==> config.mk <==
export PLATFORM = sky130hd
export DESIGN_NAME = inst_fetch_ctrl
export DESIGN_NICKNAME = d
export VERILOG_FILES = /design/src/rtl/inst_fetch_ctrl.sv
export SDC_FILE = /design/constraint.sdc
export NUM_CORES = 1
export LEC_CHECK = 0
export CAP_MARGIN = 20
export CORE_ASPECT_RATIO = 1.75
export CORE_MARGIN = 4
export CORE_UTILIZATION = 45
export DETAILED_ROUTE_END_ITERATION = 10
export PLACE_DENSITY = 0.85
export RECOVER_POWER = 25
export SKIP_LAST_GASP = 1
export SYNTH_ARGS = -nofsm -noshare
export SYNTH_HDL_FRONTEND = slang
export SYNTH_SLANG_ARGS = --single-unit
==> constraint.sdc <==
create_clock -name clk -period 5.4 [get_ports clk]
set_clock_uncertainty 0.05 [all_clocks]
set_input_delay 0.81 -clock clk [delete_from_list [all_inputs] [get_ports clk]]
set_output_delay 0.81 -clock clk [all_outputs]
set_load 0.01 [all_outputs]
==> src/rtl/inst_fetch_ctrl.sv <==
// Purpose : instruction-fetch controller, one SRAM-like word read per PC, result held for decode.
// Latency : 4 cycles per aligned fetch on a zero-wait bus (IDLE, REQ, WAIT, DELIVER); 2 for a misaligned PC.
// Backpr. : stall_d holds the delivered slot; fetch_busy holds the PC stage until the slot is consumed.
//
// Ports:
//   clk, rst              clock, async active-low reset
//   pc, flush, stall_d    PC stage input, redirect/kill, decode back-pressure
//   fetch_busy            1 = PC stage must hold its PC
//   inst_req/wr/size/addr, inst_addr_ok/data_ok/rdata   instruction bus
//   instr, instr_pc, instr_valid, adel                  delivered slot to decode
module inst_fetch_ctrl #(
  parameter int WIDTH = 32
) (
  input  logic             clk,
  input  logic             rst,
  input  logic [WIDTH-1:0] pc,
  input  logic             flush,
  input  logic             stall_d,
  output logic             fetch_busy,
  output logic             inst_req,
  output logic             inst_wr,
  output logic [1:0]       inst_size,
  output logic [WIDTH-1:0] inst_addr,
  input  logic             inst_addr_ok,
  input  logic             inst_data_ok,
  input  logic [WIDTH-1:0] inst_rdata,
  output logic [WIDTH-1:0] instr,
  output logic [WIDTH-1:0] instr_pc,
  output logic             instr_valid,
  output logic             adel
);

  typedef enum logic [2:0] {
    IDLE    = 3'd0,
    REQ     = 3'd1,
    WAIT    = 3'd2,
    DISCARD = 3'd3,
    DELIVER = 3'd4
  } state_t;

  state_t           state;
  logic [WIDTH-1:0] req_addr;
  logic [WIDTH-1:0] buf_instr;
  logic [WIDTH-1:0] buf_pc;
  logic             buf_adel;

  always_ff @(posedge clk or negedge rst) begin
    if (!rst) begin
      state     <= IDLE;
      req_addr  <= '0;
      buf_instr <= '0;
      buf_pc    <= '0;
      buf_adel  <= 1'b0;
    end else begin
      case (state)
        IDLE: begin
          if (!flush) begin
            buf_pc <= pc;
            if (pc[1:0] != 2'b00) begin
              // Misaligned: skip the bus entirely and hand decode an error slot.
              buf_instr <= '0;
              buf_adel  <= 1'b1;
              state     <= DELIVER;
            end else begin
              req_addr <= pc;
              buf_adel <= 1'b0;
              state    <= REQ;
            end
          end
        end
        REQ: begin
          // An accepted request must still be drained even if flushed, so the
          // bus never sees two outstanding reads.
          if (inst_addr_ok) begin
            state <= flush ? DISCARD : WAIT;
          end else if (flush) begin
            state <= IDLE;
          end
        end
        WAIT: begin
          if (inst_data_ok) begin
            if (flush) begin
              state <= IDLE;
            end else begin
              buf_instr <= inst_rdata;
              state     <= DELIVER;
            end
          end else if (flush) begin
            state <= DISCARD;
          end
        end
        DISCARD: begin
          if (inst_data_ok) begin
            state <= IDLE;
          end
        end
        DELIVER: begin
          // Buffers stay untouched while decode stalls.
          if (flush || !stall_d) begin
            state <= IDLE;
          end
        end
        default: state <= IDLE;
      endcase
    end
  end

  assign inst_req    = (state == REQ);
  assign inst_wr     = 1'b0;
  assign inst_size   = 2'b10;
  assign inst_addr   = req_addr;
  assign instr       = buf_instr;
  assign instr_pc    = buf_pc;
  assign adel        = buf_adel;
  // A flush in DELIVER kills the slot in the same cycle.
  assign instr_valid = (state == DELIVER) && !flush;
  // The PC stage may advance only on the edge where decode takes the slot.
  assign fetch_busy  = (state == DELIVER) ? (stall_d | flush) : 1'b1;

endmodule

==> results of run 1 <==
-- state kept, by name (all words and copies together), names as in the netlist --
| name | cells |
|---|---|
| adel | 1 |
| inst_addr | 32 |
| instr | 32 |
| instr_pc | 32 |
| state | 3 |
-- stage by stage --
| step | util, % | total power [W] | std cells | area [µm²] |
|---|---|---|---|---|
| 6_report | 70.2 | 0.00339 | 595 | 6090 |
| 4_1_cts | 70.0 | 0.00342 | 594 | 6070 |
| 3_3_place_gp | 65.9 | 0.00262 | 578 | 5720 |
| 5_1_grt | 70.2 | 0.00358 | 595 | 6090 |
| 2_1_floorplan | - | 0.00185 | 313 | 3980 |
| 3_5_place_dp | 65.9 | 0.00267 | 578 | 5720 |
-- cells by family after synthesis --
kind of cell | synth area share (%)
muxes | 18.1
buffers and inverters | 5.98
DFF | 62.9
other | 0.189
and+or+nand+nor | 7.27
AOI/OAI and AO/OA | 5.51
-- placed cells by master, fill, tap and decap left out, types with 2 or more instances in the layout --
master,n
nor2_1,4
clkdlybuf4s50_1,168
o21ai_0,32
nand2b_1,4
bufinv_16,3
clkbuf_16,9
nand3_1,32
dfrtp_1,100
clkinv_2,2
conb_1,3
mux2_1,27
mux2_2,37
inv_1,33
and2_1,3
nor4b_1,2
-- worst max path at each step --
stage	from	end	slack, ns	cells past startpoint
after floorplan	flush	fetch_busy	2.94	2
after global placement	flush	instr_valid	2.13	3
after detailed placement	flush	inst_addr[16]	2.09	5
after CTS	flush	instr_valid	2.09	3
after global routing	rst	instr_pc[6]	1.13	2
final	rst	inst_addr[8]	1.90	2
-- final cells by class --
| class | count | area (µm²) |
|---|---|---|
| multi-input cells | 157 | 1240 |
| fillers | 632 | 2580 |
| well taps | 117 | 146 |
| clock inverters | 6 | 109 |
| clock buffers | 10 | 239 |
| inverters | 33 | 124 |
| repair buffers | 172 | 1730 |
| flip-flops and latches | 100 | 2500 |
-- power groups by stage --
stage / registers (W) / clock network [W] / logic [W]
6_report: 0.00126 / 0.000735 / 0.00139
3_5_place_dp: 0.00127 / 0 / 0.00140
2_1_floorplan: 0.00137 / 0 / 0.000477
3_3_place_gp: 0.00127 / 0 / 0.00135
4_1_cts: 0.00126 / 0.000749 / 0.00140
5_1_grt: 0.00130 / 0.000782 / 0.00149
-- routing by layer --
layer  GRT usage, %  wire length (µm)
met2           34.2              5230
met5              0                 0
met4           7.84               253
met1           19.9              3400
met3           7.25               803
==> results_dict.tcl, run 1 <==
set metrics [dict create \
    yosysTopAreaCellShare_pct 62.9 \
    cts.clk_slew.worst_paths_ns 0.07 \
    hpwl_um 7230 \
    start_util_pct 45.9 \
    cts_tree "built" \
    post-place-ws_ns 2.09 \
    grt_max_degree 66 \
    cap_violations 1 \
    vias 2924 \
    slowest_delay_ns 1.64 \
    max_freq_mhz 286 \
    reg2reg_slack_ns 2.87 \
    p_sw_share_pct 30.1 \
    synth_most_common_cell "dfrtp_1" \
    ys.warnings.count 0 \
    synthTopCellsByArea "dfrtp_1, mux2_2, mux2_1" \
    setup_ws_ns 1.90 \
    portBuffers 169 \
    reg2regPathDepth 4 \
    ys.flop_type "dfrtp_1" \
    p_leak_nw 2.52 \
    ys_seq_area_share_pct 62.9 \
    cts_resized 0 \
    min_to "inst_addr[23]" \
    async_flop_share_pct 100 \
    critical_path_class "input pin to async pin" \
    worst_slew_pin_slew_ns 2.34 \
    grt_pass1_wl_um 15700 \
    track_usage_pct 19.3 \
    gp_congestion 0.755 \
    hold_start "inst_addr[23]" \
    cts.path.max_buffers 2 \
    internal_power_w 0.00237 \
    die_w_um 79.1 \
    yosys.area.top_type "dfrtp_1" \
    ir_drop_v 0.000265 \
    r2r_start "state[0]" \
    crit_fanout 54 \
    crit_family "buffers and inverters" \
    dr.pass1.iters 4 \
    design.core.area_um2 8670 \
    post_cts_buffers 0 \
    violations "capacitance limit, slew limit" \
    synth_edf_count 0 \
    post_drt_wl_per_cell_um 16.3 \
    grt_pass1_vias 3164 \
    num_io_pins 173 \
    crit_buf_inv 2 \
    antenna_found_initial 0 \
    critPathRequiredTime_ns 5.60 \
    power_frac_seq_pct 37.2 \
    slew_viol_final 48 \
    ant_nets 0 \
    ys_types 28 \
    pwr-share-clk_pct 21.7 \
    cts_hold_buf 0 \
    area_growth_pct 53.1 \
    holdCritPathClass "flip-flop to flip-flop" \
    crit_path_top_delay_cell "clkbuf_1" \
    fin_setup_tns_ns 0 \
    layout-drive-gt1-share_pct 12.3 \
    cts_root_buf "clkbuf_16" \
    hold_slack_ns 0.440 \
    cp.arrival_ns 3.70 \
    max_slew_margin_pct -56.0 \
    hold_violations 0 \
    grt_overflow 0 \
    fin_nets 543 \
    status "complete, but fails checks" \
    fin_crit_sh_pct 64.8 \
    synth_seq_cells 100 \
    rsz0062_at_grt "no" \
    cts.sink_count 100 \
    die_y_um 132 \
    setup_viol_count_final 0 \
    h-tree-depth 3 \
    drt_iter0_markers 98 \
    vias_per_cell 4.91 \
    numCtsBuffers 9 \
    drc_errors 0 \
    min_period_ns 3.50 \
    insertion_delay_ns 0.33 \
    startpoint_type "input pin" \
    antennaDiodeCount 0 \
    r2r-end "inst_addr[25]" \
    drt_wl_total_um 9690 \
    p_switching_w 0.00102 \
    holdPathStages 1 \
    synth.cell_area_um2 3980 \
    synth_common_cells "dfrtp_1, mux2_2, inv_1, nand3_1, o21ai_0" \
    syn_inst 312 \
    cp_cell_sequence "clkbuf_1 > clkbuf_2" \
    rows 45 \
    syn_avg_cell_area_um2 12.7 \
    dieArea_um2 10500 \
    worstSetupEndpointType "async pin" \
    power_density_nw_per_um2 557 \
    combPwrFrac_pct 41.1 \
]
(Power assumes the default switching activity.)
==> inputs of run 2 (changes only) <==
--- a/config.mk
+++ b/config.mk
@@ -8,9 +8,9 @@
 export CAP_MARGIN = 20
 export CORE_ASPECT_RATIO = 1.75
 export CORE_MARGIN = 4
-export CORE_UTILIZATION = 45
+export CORE_UTILIZATION = 38
 export DETAILED_ROUTE_END_ITERATION = 10
-export PLACE_DENSITY = 0.85
+export PLACE_DENSITY = 0.76
 export RECOVER_POWER = 25
 export SKIP_LAST_GASP = 1
 export SYNTH_ARGS = -nofsm -noshare
==> constraint.sdc (replaced) <==
create_clock -name clk -period 2.9 [get_ports clk]
set_clock_uncertainty 0.05 [all_clocks]
set_input_delay 0.435 -clock clk [delete_from_list [all_inputs] [get_ports clk]]
set_output_delay 0.435 -clock clk [all_outputs]
set_load 0.01 [all_outputs]
==> results_dict.tcl, run 2 (synthesis results as in run 1) <==
set metrics [dict create \
    cts_root_buf "clkbuf_16" \
    p_switching_w 0.00192 \
    cp-startpoint "state[0]" \
    setup_ws_ns 0.454 \
    cts_hold_buf 0 \
    max_slew_margin_pct 9.31 \
    combPwrFrac_pct 42.3 \
    crit_fanout 10 \
    antennaDiodeCount 0 \
    critical_path_class "flip-flop to output port" \
    fin_crit_sh_pct 84.3 \
    design.core.area_um2 10200 \
    startpoint_type "flip-flop" \
    setup_viol_count_final 0 \
    numCtsBuffers 9 \
    cts.path.max_buffers 2 \
    cp_cell_sequence "nor4b_1 > clkdlybuf4s50_1" \
    min_period_ns 2.45 \
    layout_commonest_cell "clkdlybuf4s50_1" \
    dieArea_um2 12200 \
    gp_congestion 0.703 \
    max_freq_mhz 409 \
    cts.clk_slew.worst_paths_ns 0.07 \
    post_drt_wl_per_cell_um 16.2 \
    h-tree-depth 3 \
    cts_resized 0 \
    cts_tree "built" \
    cts.sink_count 100 \
    pwr-share-clk_pct 19.6 \
    holdCritPathClass "input pin to async pin" \
    slew_viol_final 0 \
    die_y_um 143 \
    portBuffers 169 \
    antenna_found_initial 0 \
    worstSetupEndpointType "output port" \
    die_w_um 85.3 \
    rows 49 \
    drt_wl_total_um 9860 \
    grt_max_degree 66 \
    insertion_delay_ns 0.34 \
    grt_pass1_vias 3202 \
    placed_area_um2 5800 \
    crit_family "buffers and inverters" \
    post-place-ws_ns 0.492 \
    power_frac_seq_pct 38.1 \
    dr.pass1.iters 3 \
    area_growth_pct 53.2 \
    p_sw_share_pct 31.2 \
    fin_setup_tns_ns 0 \
    worst_slew_pin_slew_ns 1.36 \
    status "complete, no violations" \
    track_usage_pct 16.8 \
    slowest_delay_ns 0.63 \
    p_leak_nw 2.51 \
    cp.arrival_ns 1.96 \
    design_area_um2 6090 \
    grt_overflow 0 \
    fin_nets 546 \
    r2r_start "state[0]" \
    drt_iter0_markers 93 \
    grt_pass1_wl_um 16100 \
    hold_violations 0 \
    drc_errors 0 \
    hpwl_um 7570 \
    ir_drop_v 0.000475 \
    fin_total_pwr_w 0.00615 \
    critPathRequiredTime_ns 2.41 \
    final_cell_mix "clkdlybuf4s50_1, dfrtp_1, mux2_2" \
    internal_power_w 0.00423 \
    crit_buf_inv 1 \
    layout-drive-gt1-share_pct 13.1 \
    rsz0062_at_grt "no" \
    post_cts_buffers 0 \
    cap_violations 0 \
    crit_path_top_delay_cell "clkdlybuf4s50_1" \
    fin_util_pct 59.5 \
    num_io_pins 173 \
    power_density_nw_per_um2 1010 \
    vias_per_cell 4.83 \
    vias 2938 \
    ant_nets 0 \
    start_util_pct 38.8 \
]
run 2: final timing paths:
kind	cells past startpoint	endpoint	slack, ns
max	2	instr_valid	0.45
min in group clk	1	inst_addr[24]	0.44
max in group asynchronous	2	inst_addr[9]	1.06
min	1	inst_addr[21]	0.03
min reg2reg	1	inst_addr[24]	0.44
max reg2reg	4	inst_addr[4]	1.03
run 2: cell type report:
type | count | area [µm²]
fillers | 846 | 4150
flip-flops and latches | 100 | 2500
repair buffers | 175 | 1760
multi-input cells | 157 | 1240
clock buffers | 9 | 225
well taps | 127 | 159
inverters | 33 | 124
clock inverters | 7 | 82.6
run 2: power groups by stage:
stage          sequential [W]  clock, W  combinational, W
5_1_grt               0.00243   0.00130           0.00281
4_1_cts               0.00236   0.00125           0.00266
2_1_floorplan         0.00256         0          0.000887
3_3_place_gp          0.00235         0           0.00259
6_report              0.00235   0.00121           0.00260
3_5_place_dp          0.00238         0           0.00265
run 2: metal layers:
| layer | global-route usage, % | vias up | wire, µm |
|---|---|---|---|
| met5 | 0 | - | 0 |
| met4 | 7.59 | 0 | 296 |
| met3 | 5.11 | 19 | 779 |
| met2 | 30.2 | 123 | 5270 |
| met1 | 17.7 | 1412 | 3520 |
| li1 | - | 1384 | - |
run 2: stage by stage:
stage | std cells | hold slack [ns]
after CTS | 608 | 0.0581
after global placement | 592 | 0.414
final | 608 | 0.0270
after floorplan | 313 | 0.0894
after global routing | 608 | 0.0729
after detailed placement | 592 | 0.421
==> inputs of run 3 (changes only) <==
--- a/config.mk
+++ b/config.mk
@@ -8,9 +8,9 @@
 export CAP_MARGIN = 20
 export CORE_ASPECT_RATIO = 1.75
 export CORE_MARGIN = 4
-export CORE_UTILIZATION = 38
+export CORE_UTILIZATION = 42
 export DETAILED_ROUTE_END_ITERATION = 10
-export PLACE_DENSITY = 0.76
+export PLACE_DENSITY = 0.8
 export RECOVER_POWER = 25
 export SKIP_LAST_GASP = 1
 export SYNTH_ARGS = -nofsm -noshare
==> constraint.sdc (replaced) <==
create_clock -name clk -period 2.4 [get_ports clk]
set_clock_uncertainty 0.05 [all_clocks]
set_input_delay 0.36 -clock clk [delete_from_list [all_inputs] [get_ports clk]]
set_output_delay 0.36 -clock clk [all_outputs]
set_load 0.01 [all_outputs]
==> results_dict.tcl, run 3 (synthesis results as in run 1) <==
set metrics [dict create \
    cap_violations 0 \
    internal_power_w 0.00506 \
    drc_errors 0 \
    cp.arrival_ns 1.87 \
    grt_overflow 0 \
    cts.sink_count 100 \
    fin_setup_tns_ns 0 \
    cts_root_buf "clkbuf_16" \
    layout-drive-gt1-share_pct 13.6 \
    critPathRequiredTime_ns 1.99 \
    dp.cells 587 \
    final_cell_mix "clkdlybuf4s50_1, dfrtp_1, mux2_2" \
    slew_viol_final 0 \
    fin_nets 549 \
    gp_congestion 0.737 \
    dieArea_um2 11100 \
    max_slew_margin_pct 44.1 \
    ir_drop_v 0.000545 \
    grt_pass1_vias 3169 \
    cp-startpoint "state[0]" \
    status "complete, no violations" \
    r2r-end "state[1]" \
    layout_commonest_cell "clkdlybuf4s50_1" \
    drt_wl_total_um 9600 \
    die_w_um 81.6 \
    fin_crit_sh_pct 94.9 \
    p_sw_share_pct 31.2 \
    track_usage_pct 17.7 \
    drt_iter0_markers 75 \
    cts.clk_slew.worst_paths_ns 0.07 \
    combPwrFrac_pct 43.2 \
    portBuffers 169 \
    vias_per_cell 4.87 \
    h-tree-depth 3 \
    critical_path_class "flip-flop to output port" \
    hpwl_um 7350 \
    p_leak_nw 2.52 \
    min_period_ns 2.28 \
    cts.path.max_buffers 2 \
    cts_tree "built" \
    reg2regPathDepth 4 \
    post_cts_buffers 0 \
    setup_viol_count_final 0 \
    num_io_pins 173 \
    grt_pass1_wl_um 15200 \
    power_frac_seq_pct 38.4 \
    pwr-share-clk_pct 18.4 \
    grt_max_degree 66 \
    final_cells 604 \
    p_switching_w 0.00229 \
    area_growth_pct 53.4 \
    antennaDiodeCount 0 \
    r2r_start "state[1]" \
    design.core.area_um2 9150 \
    numCtsBuffers 9 \
    worstSetupEndpointType "output port" \
    dr.pass1.iters 4 \
    die_y_um 137 \
    hold_start "inst_addr[20]" \
    hold_violations 0 \
    crit_fanout 10 \
    fin_total_pwr_w 0.00735 \
    rsz0062_at_grt "no" \
    antenna_found_initial 0 \
    start_util_pct 43.5 \
    worst_slew_pin_slew_ns 0.839 \
    max_freq_mhz 439 \
    reg2reg_slack_ns 0.57 \
    cp-endpoint "instr_valid" \
    vias 2941 \
    post_drt_wl_per_cell_um 15.9 \
    holdCritPathClass "flip-flop to flip-flop" \
    power_density_nw_per_um2 1200 \
    insertion_delay_ns 0.33 \
    rows 46 \
    startpoint_type "flip-flop" \
    ant_nets 0 \
    fin_util_pct 66.7 \
]
## run 3: timing repair
item	in CTS	in global routing
endpoints found under the hold margin	32	0
hold buffers	1	0
gates resized for setup	1	0
endpoints found under the setup margin	2	0
## run 3: worst min path at each step
stage,depth (start not counted),endpoint
after floorplan,0,adel
after global placement,1,inst_addr[19]
after detailed placement,1,inst_addr[19]
after CTS,1,inst_addr[14]
after global routing,1,inst_addr[10]
final,1,inst_addr[20]
## run 3: power groups by stage
stage	clock network (W)	logic [W]	registers, W
floorplan	0	0.00107	0.00309
global placement	0	0.00315	0.00281
detailed placement	0	0.00323	0.00285
CTS	0.00140	0.00324	0.00283
global route	0.00146	0.00342	0.00291
finish	0.00136	0.00317	0.00282
## run 3: area by class of cell
class                           count  area (µm²)
Clock buffer                       10         239
Clock inverter                      6        46.3
Inverter                           33         124
Tap cell                          120         150
Multi-Input combinational cell    157        1250
Sequential cell                   100        2500
Timing Repair Buffer              178        1790
Fill cell                         687        3050
## run 3: layer usage
metal  share of wire, %  GRT usage [%]  vias to the layer above
met4                1.9           5.73                        0
met5                  0              0                        -
met3                8.0           5.53                       14
met1                 36           19.1                     1424
met2                 54           32.1                      124
li1                   -              -                     1379
## run 3: critical path, stage by stage (launching register included)
cell and delay (ns):
dfrtp_1 0.50, nor4b_2 0.41, clkdlybuf4s50_1 0.62
## run 3: per-stage QoR
stage | worst slack, ns | instance area [µm²] | hold WS, ns
floorplan | 0.432 | 3980 | 0.0144
global placement | 0.152 | 5820 | 0.280
detailed placement | 0.0950 | 5820 | 0.285
CTS | 0.0955 | 6120 | 0.450
global route | 0.00191 | 6100 | 0.460
finish | 0.123 | 6100 | 0.446
